### config.mk
export PLATFORM = sky130hd
export DESIGN_NAME = morse_timing_decoder
export DESIGN_NICKNAME = d
export VERILOG_FILES = /design/src/rtl/morse_pkg.sv /design/src/rtl/morse_sym_hold.sv /design/src/rtl/morse_timing_decoder.sv
export SDC_FILE = /design/constraint.sdc
export NUM_CORES = 1
export LEC_CHECK = 0
export ABC_AREA = 1
export CELL_PAD_IN_SITES_DETAIL_PLACEMENT = 0
export CELL_PAD_IN_SITES_GLOBAL_PLACEMENT = 1
export CORE_UTILIZATION = 38
export CTS_CLUSTER_DIAMETER = 100
export DETAILED_ROUTE_END_ITERATION = 8
export PLACE_DENSITY = 0.75
export SETUP_SLACK_MARGIN = 0.05
export SLEW_MARGIN = 10
export SYNTH_ARGS = -nofsm -noshare
export SYNTH_HDL_FRONTEND = slang
export SYNTH_HIERARCHICAL = 1
export SYNTH_SLANG_ARGS = --single-unit
### constraint.sdc
create_clock -name clk -period 1.9 [get_ports clk]
set_clock_uncertainty 0.05 [all_clocks]
set_input_delay 0.38 -clock clk [delete_from_list [all_inputs] [get_ports clk]]
set_output_delay 0.38 -clock clk [all_outputs]
set_load 0.005 [all_outputs]
### src/rtl/morse_pkg.sv
// Shared definitions for the Morse timing decoder and its downstream stages.
//   SYM_*   : 2-bit symbol codes carried on sym_code
//   state_e : run-length classifier states
package morse_pkg;

    localparam logic [1:0] SYM_DOT  = 2'b01;
    localparam logic [1:0] SYM_DASH = 2'b10;
    localparam logic [1:0] SYM_LGAP = 2'b11;
    localparam logic [1:0] SYM_WGAP = 2'b00;

    typedef enum logic [1:0] {
        IDLE  = 2'd0,
        MARK  = 2'd1,
        SPACE = 2'd2,
        ERR   = 2'd3
    } state_e;

endpackage

### src/rtl/morse_sym_hold.sv
// One-entry valid/ready holding register with overflow detection.
// A pushed item is loaded when the register is empty or being drained in the
// same cycle; otherwise it is dropped and o_ovf pulses for one cycle.
//   clk, reset : clock, asynchronous active-low reset
//   i_push     : a new item is offered this cycle
//   i_data     : the offered item
//   i_ready    : consumer accepts the held item when o_valid && i_ready
//   o_valid    : register holds an item
//   o_data     : held item, stable while o_valid && !i_ready
//   o_ovf      : one-cycle pulse, an offered item was dropped
module morse_sym_hold #(
    parameter int unsigned DATA_W = 2
) (
    input  logic              clk,
    input  logic              reset,
    input  logic              i_push,
    input  logic [DATA_W-1:0] i_data,
    input  logic              i_ready,
    output logic              o_valid,
    output logic [DATA_W-1:0] o_data,
    output logic              o_ovf
);

    logic              r_valid;
    logic [DATA_W-1:0] r_data;
    logic              r_ovf;
    logic              w_load;
    logic              w_drop;

    // Draining and loading in the same cycle keeps the register full (no bubble).
    assign w_load = i_push && (!r_valid || i_ready);
    assign w_drop = i_push && r_valid && !i_ready;

    // NOTE: state registers use non-blocking assignments so every flop samples
    // pre-edge values; blocking here would create order-dependent behaviour.
    // NOTE: the data register is reset as well, because sym_code must read 00
    // out of reset even though it is only meaningful while valid.
    always_ff @(posedge clk or negedge reset) begin
        if (!reset) begin
            r_valid <= 1'b0;
            r_data  <= '0;
            r_ovf   <= 1'b0;
        end else begin
            r_ovf <= w_drop;
            if (w_load) begin
                r_valid <= 1'b1;
                r_data  <= i_data;
            end else if (r_valid && i_ready) begin
                r_valid <= 1'b0;
            end
        end
    end

    assign o_valid = r_valid;
    assign o_data  = r_data;
    assign o_ovf   = r_ovf;

endmodule

### src/rtl/morse_timing_decoder.sv
// Morse run-length classifier. Mark/space runs on in_tx are measured in
// sample ticks and classified as dot, dash, letter gap or word gap; symbols
// leave through a one-entry valid/ready register.
//   clk, reset : clock, asynchronous active-low reset
//   tick       : sample strobe, in_tx is only evaluated when tick=1
//   in_tx      : sampled line level (1 = mark)
//   sym_valid  : output register holds a symbol
//   sym_code   : 01 dot, 10 dash, 11 letter gap, 00 word gap
//   sym_ready  : consumer handshake
//   ovf        : one-cycle pulse, symbol dropped because output was full
//   err_long   : one-cycle pulse, mark reached MARK_MAX
module morse_timing_decoder
    import morse_pkg::*;
#(
    parameter int unsigned CNT_W          = 8,
    parameter int unsigned DASH_MIN       = 3,
    parameter int unsigned LETTER_GAP_MIN = 3,
    parameter int unsigned WORD_GAP_MIN   = 7,
    parameter int unsigned MARK_MAX       = 15
) (
    input  logic       clk,
    input  logic       reset,
    input  logic       tick,
    input  logic       in_tx,
    output logic       sym_valid,
    output logic [1:0] sym_code,
    input  logic       sym_ready,
    output logic       ovf,
    output logic       err_long
);

    // Thresholds are compared against cnt+1, which is one bit wider than cnt.
    localparam logic [CNT_W:0]   C_MARK_MAX = (CNT_W+1)'(MARK_MAX);
    localparam logic [CNT_W:0]   C_LGAP_MIN = (CNT_W+1)'(LETTER_GAP_MIN);
    localparam logic [CNT_W:0]   C_WGAP_MIN = (CNT_W+1)'(WORD_GAP_MIN);
    localparam logic [CNT_W-1:0] C_DASH_MIN = CNT_W'(DASH_MIN);
    localparam logic [CNT_W-1:0] C_ONE      = CNT_W'(1);

    state_e           r_state;
    state_e           w_state_nxt;
    logic [CNT_W-1:0] r_cnt;
    logic [CNT_W-1:0] w_cnt_nxt;
    logic [CNT_W:0]   w_cnt_inc;
    logic [CNT_W-1:0] w_cnt_sat;
    logic             r_err_long;
    logic             w_err;
    logic             w_emit;
    logic [1:0]       w_emit_code;

    // Saturating increment: the carry bit signals the counter is already full.
    assign w_cnt_inc = {1'b0, r_cnt} + {{CNT_W{1'b0}}, 1'b1};
    assign w_cnt_sat = w_cnt_inc[CNT_W] ? r_cnt : w_cnt_inc[CNT_W-1:0];

    always_ff @(posedge clk or negedge reset) begin
        if (!reset) begin
            r_state    <= IDLE;
            r_cnt      <= '0;
            r_err_long <= 1'b0;
        end else begin
            r_state    <= w_state_nxt;
            r_cnt      <= w_cnt_nxt;
            r_err_long <= w_err;
        end
    end

    // NOTE: every output of this block gets a default first, so no path can
    // leave a signal unassigned and infer a latch.
    always_comb begin
        w_state_nxt = r_state;
        w_cnt_nxt   = r_cnt;
        w_err       = 1'b0;
        w_emit      = 1'b0;
        w_emit_code = SYM_DOT;
        if (tick) begin
            unique case (r_state)
                IDLE: begin
                    if (in_tx) begin
                        w_state_nxt = MARK;
                        w_cnt_nxt   = C_ONE;
                    end
                end
                MARK: begin
                    if (in_tx) begin
                        w_cnt_nxt = w_cnt_sat;
                        if (w_cnt_inc == C_MARK_MAX) begin
                            w_err       = 1'b1;
                            w_state_nxt = ERR;
                        end
                    end else begin
                        w_emit      = 1'b1;
                        w_emit_code = (r_cnt < C_DASH_MIN) ? SYM_DOT : SYM_DASH;
                        w_state_nxt = SPACE;
                        w_cnt_nxt   = C_ONE;
                    end
                end
                SPACE: begin
                    if (in_tx) begin
                        w_state_nxt = MARK;
                        w_cnt_nxt   = C_ONE;
                    end else begin
                        w_cnt_nxt = w_cnt_sat;
                        if (w_cnt_inc == C_LGAP_MIN) begin
                            w_emit      = 1'b1;
                            w_emit_code = SYM_LGAP;
                        end else if (w_cnt_inc == C_WGAP_MIN) begin
                            w_emit      = 1'b1;
                            w_emit_code = SYM_WGAP;
                            w_state_nxt = IDLE;
                            w_cnt_nxt   = '0;
                        end
                    end
                end
                ERR: begin
                    // Wait for the over-long mark to end before listening again.
                    if (!in_tx) begin
                        w_state_nxt = IDLE;
                        w_cnt_nxt   = '0;
                    end
                end
                default: begin
                    w_state_nxt = IDLE;
                    w_cnt_nxt   = '0;
                end
            endcase
        end
    end

    morse_sym_hold #(
        .DATA_W (2)
    ) u_hold (
        .clk     (clk),
        .reset   (reset),
        .i_push  (w_emit),
        .i_data  (w_emit_code),
        .i_ready (sym_ready),
        .o_valid (sym_valid),
        .o_data  (sym_code),
        .o_ovf   (ovf)
    );

    assign err_long = r_err_long;

endmodule
Yosys cells after proc, flatten, opt, wreduce, memory -nomap -nowiden
Cells that the tools add are included.

word-level totals
  output and inout bits = 5
  logic and storage cells = 65
  bits in registers = 15
  bits of input ports = 5

operators by class
  reduce and logical (&&, ||, !) cells = 11
  mux-type cells = 35
  $add $sub $neg = 1
  equality and inequality tests = 11
  $lt $le $gt $ge = 1

operator list
  cell                                                                          count
  8-bit 2-to-1 mux                                                              7
  8-bit one-hot mux with 4 select lines                                         1
  2-bit 2-to-1 mux                                                              12
  1-bit 2-to-1 mux                                                              12
  8-bit by 1-bit adder with 9-bit output, second input constant                 1
  9-bit by 2-bit == test with 1-bit output, second input constant               1
  9-bit by 3-bit == test with 1-bit output, second input constant               1
  9-bit by 4-bit == test with 1-bit output, second input constant               1
  3-bit inequality test, second input constant                                  3
  8-bit by 2-bit less-than comparator with 1-bit output, second input constant  1
  2-bit one-hot mux with 4 select lines                                         1
  6-bit AND reduction                                                           1
  2-bit == test, second input constant                                          2
  1-bit logical AND                                                             4
  2-bit inequality test, second input constant                                  2
  2-bit one-hot mux with 2 select lines                                         1
  3-bit AND reduction                                                           1
  2-bit by 1-bit == test with 1-bit output, second input constant               1
  1-bit logical NOT                                                             2
  2-bit logical NOT                                                             1
  1-bit one-hot mux with 2 select lines                                         1
  2-bit nonzero test                                                            1
  1-bit logical OR                                                              1

Longest topological paths before layout
  word-level depth = 9
  mapped depth = 12
  mapped depth without buffers = 12

By module
Netlist, hierarchy kept.

modules (own cells, without submodules)
  module                instances  cells each  area an instance (µm²)  sequential area each (µm²)
  morse_timing_decoder  1          147         1049.8                  275.3
  morse_sym_hold        1          16          152.6                   100.1

Least setup slack after synthesis
Ideal clock, no wire load.

  kind = reg2reg
  from = register r_cnt[0]
  to = register u_hold.r_data[0], in the netlist u_hold/o_data[0]
  data required time = 1734 ps
  path buffers = 0
  stages on the path, launching flop included = 12
  setup time = 116 ps
  arrival time = 1723 ps
  period minus slack after synthesis = 1889 ps
  path slack = 11 ps
  cell sequence = dfrtp_1 > ha_1 > nand2_1 > inv_1 > nor2_1 > nand3_1 > nor2_1 > o211ai_1 > a21oi_2 > nand2_2 > nand2_1 > nand2_1

on the way
  longest elaborated chain between the ends = 8

ends and longest elaborated chain
  what                                        RTL line                     RTL
  start, declared                             morse_timing_decoder.sv:41   logic [CNT_W-1:0] r_cnt;
  start signal, assigned                      morse_timing_decoder.sv:61   r_cnt <= w_cnt_nxt;
  8-bit by 1-bit adder with 9-bit output (*)  morse_timing_decoder.sv:51   assign w_cnt_inc = {1'b0, r_cnt} + {{CNT_W{1'b0}}, 1'b1};
  9-bit by 3-bit == test with 1-bit output    morse_timing_decoder.sv:105  end else if (w_cnt_inc == C_WGAP_MIN) begin
  1-bit 2-to-1 mux                            morse_timing_decoder.sv:105
  1-bit 2-to-1 mux (*)                        morse_timing_decoder.sv:102  if (w_cnt_inc == C_LGAP_MIN) begin
  1-bit 2-to-1 mux (*)                        morse_timing_decoder.sv:97   if (in_tx) begin
  1-bit one-hot mux with 2 select lines (*)   morse_timing_decoder.sv:75   unique case (r_state)
  1-bit 2-to-1 mux (*)                        morse_timing_decoder.sv:74   if (tick) begin
  net w_emit                                  morse_timing_decoder.sv:47   logic w_emit;
  1-bit logical AND (*)                       morse_sym_hold.sv:31         assign w_load = i_push && (!r_valid || i_ready);
  end signal, assigned                        morse_sym_hold.sv:47         r_data <= i_data;
  end, declared                               morse_sym_hold.sv:25         logic [DATA_W-1:0] r_data;

The timed path passes the listed nets; every way through them passes the cells marked *.
A chain may end at the register's enable or synchronous reset.

Worst setup path in the final report
Ends and elaborated chain as after synthesis.

==> flow_summary.toml <==
[status]
status = "completed"

[routing]
post-route-drc-count = 0
firstDrtPassIters = 4
vias = 1120
first_iter_violations = 43
wl_per_cell_um = 11.9
finalWirelength_um = 2790
postRouteAntennaNets = 0
vias_per_cell = 4.77

[timing]
final-hold-violation-count = 0
slew-limit-headroom = 0.822
setup_viol = 0
grt_setup_unrepaired = "yes"
fin_ws_ns = 0.0567
drv_slew = 0
fin_crit_ns = 1.84
hold_slack_ns = 0.335
finalCritPeriodShare = 0.970
tightest_slew_ns = 0.267
fmax_ghz = 0.543

[clock_network]
cts_root_buffer = "clkbuf_4"
clk_path_buf_depth = 2
clk_pin_slew_worst_paths_ns = 0.10
clock_sinks = 15
htreeDepth = 1
hold_buffers = 0
numCtsBuffers = 3
clkLatencyLatePin_ns = 0.29
cts_tree = "done"

[power_and_ir_drop]
switchingPower_mw = 0.590
p_int_mw = 0.748
leakage_nw = 0.809
max-vdd-ir-drop_uv = 486
powerDensity_nw_per_um2 = 840
seq_power_share = 0.333
power_frac_clock = 0.145
p_total_mw = 1.34
switching_share = 0.441
share_comb_of_total_power = 0.522

[setup_path]
worstPathMaxFanout = 4
required_ns = 2.05
crit_arrival_ns = 1.99
cp-end-kind = "flip-flop"
crit_type = "flip-flop to flip-flop"
cp-start-kind = "flip-flop"

[place]
gp_congestion = 0.891
io_buffers = 9
place_hpwl_um = 2090
place_ws_ns = -0.0821
placed_cell_area_um2 = 1440

[global_route]
grt.total_usage = 0.183
grt_start_max_net_pins = 16
antenna_found_initial = 0
grt_pass1_wl_um = 4710
grt_pass1_vias = 1052
grt_overflow = 0

[synthesis]
synth-main-ff-cell = "dfrtp_1"
synthCells = 163
syn-mean-instance-area_um2 = 7.38
yosysSeqAreaShare = 0.312
synth-edff-count = 0
synth.largest_area_cell = "dfrtp_1"
synth_fp_nets = 174
synth_area_leaders = "dfrtp_1 31%, nand2_1 15%, nand3_1 7.5%"
ys_async_sr_fraction = 1.00
ys_seq_elements = 15
synth.distinct_cells = 28
netlist_area_um2 = 1200
synth_top_area_frac = 0.312
yosysWarnings = 6

[cells_and_area]
area.growth.synth_to_final_pct = 32.5
fin_util = 0.526
diodes = 0
postLayoutCellArea_um2 = 1590
nets = 203
drive_gt1_frac = 0.351

[die]
core_region_area_um2 = 3030
die_w_um = 58.3
ios = 10
std_cell_rows = 20
fp.dieArea_um2 = 3390
initial_core_util = 0.397
die_y_um = 58.3

[hold_path]
hold_path_class = "primary input to async pin"

[run]
max_cap_violations = 0
[flip-flops by register name, indices dropped and copies added (netlist names)]
signal / cells
err_long: 1
u_hold/o_valid: 1
r_state: 2
u_hold/o_ovf: 1
r_cnt: 8
u_hold/o_data: 2
[layer usage]
metal,vias to the layer above,share of wire,track usage
li1,582,-,-
met1,522,0.51,0.267
met2,11,0.45,0.274
met3,5,0.019,0.0268
met4,0,0.013,0.0612
met5,-,0,0
[final timing paths]
| path | from | to | slack, ns | depth (start not counted) |
|---|---|---|---|---|
| hold reg to reg | u_hold/o_data[0] | u_hold/o_data[0] | 0.45 | 2 |
| min in group clk | u_hold/o_data[0] | u_hold/o_data[0] | 0.45 | 2 |
| setup reg to reg | r_cnt[0] | u_hold/o_data[0] | 0.06 | 12 |
| max in group asynchronous | reset | r_cnt[1] | 1.27 | 2 |
| hold / removal | reset | u_hold/o_ovf | 0.34 | 2 |
| setup / recovery | r_cnt[0] | u_hold/o_data[0] | 0.06 | 12 |
[power by group through the flow]
stage               clock, mW  sequential, mW  combinational [mW]
finish                  0.194           0.445               0.699
global route            0.215           0.452               0.783
CTS                     0.201           0.426               0.677
detailed placement          0           0.427               0.654
global placement            0           0.423               0.654
floorplan                   0           0.427               0.428
[stage by stage]
| step | cells | setup TNS [ns] |
|---|---|---|
| floorplan | 163 | 0 |
| global placement | 228 | -0.0182 |
| detailed placement | 228 | -0.210 |
| CTS | 233 | 0 |
| global route | 235 | -0.331 |
| finish | 235 | 0 |
[worst max-delay path, cell delays in order, from the launching register on]
cell	delay, ns
dfrtp_2	0.46
ha_4	0.19
nand2_4	0.07
nand2_1	0.06
nand2_2	0.07
nor2_2	0.05
a21oi_4	0.13
and2_4	0.16
o211ai_1	0.09
a21oi_2	0.23
nand2_2	0.08
nand2_1	0.06
nand2_1	0.04
[synthesized netlist by cell type (2+ instances only)]
library cell   n
dfrtp_1       15
nand2_2        7
nor2_1        15
nor3_1         2
nand3_1       18
inv_1         19
o21ai_0        2
a21oi_1        3
nand2_4        3
nand4_1        3
nor2_8         2
nand3_2        5
nand2_1       49
ha_1           6
[layout make-up]
class / instances / area, um^2
clock inverter: 1 / 5.00
tap: 44 / 55.1
fill: 283 / 1440
inverter: 20 / 75.1
timing repair buffer: 25 / 210
sequential: 15 / 382
clock buffer: 3 / 22.5
multi-input combinational: 127 / 843
[timing repair]
item / 4_1_cts / 5_1_grt
gates resized for setup: 8 / 20
endpoints found under the hold margin: 0 / 0
buffers inserted: 1 / 2
endpoints found under the setup margin: 13 / 13
pin swaps: 6 / 8
[cell families after synthesis]
family | share of synthesized area
AO/OA/AOI/OAI | 0.0656
flip-flops | 0.312
adder cells (fa/ha/maj) | 0.0624
XOR/XNOR | 0.00729
buffers and inverters | 0.0666
AND/OR/NAND/NOR | 0.486
[placed cells by master, fill, tap and decap left out, types with 2 or more instances in the layout]
| cell | instances |
|---|---|
| ha_1 | 5 |
| nand2_1 | 47 |
| inv_2 | 3 |
| dfrtp_1 | 10 |
| nand4_1 | 3 |
| nor2_1 | 10 |
| nand2_4 | 3 |
| buf_4 | 16 |
| nor2_2 | 3 |
| dfrtp_2 | 5 |
| nor2_8 | 2 |
| a21oi_1 | 3 |
| o21ai_0 | 2 |
| nor2_4 | 3 |
| nand2_2 | 8 |
| nand3_2 | 9 |
| inv_1 | 17 |
| nand3_4 | 2 |
| clkdlybuf4s50_1 | 9 |
| nor3_1 | 2 |
| nand3_1 | 13 |
| clkbuf_4 | 3 |
Note: power is estimated with default switching activity, not from simulation.
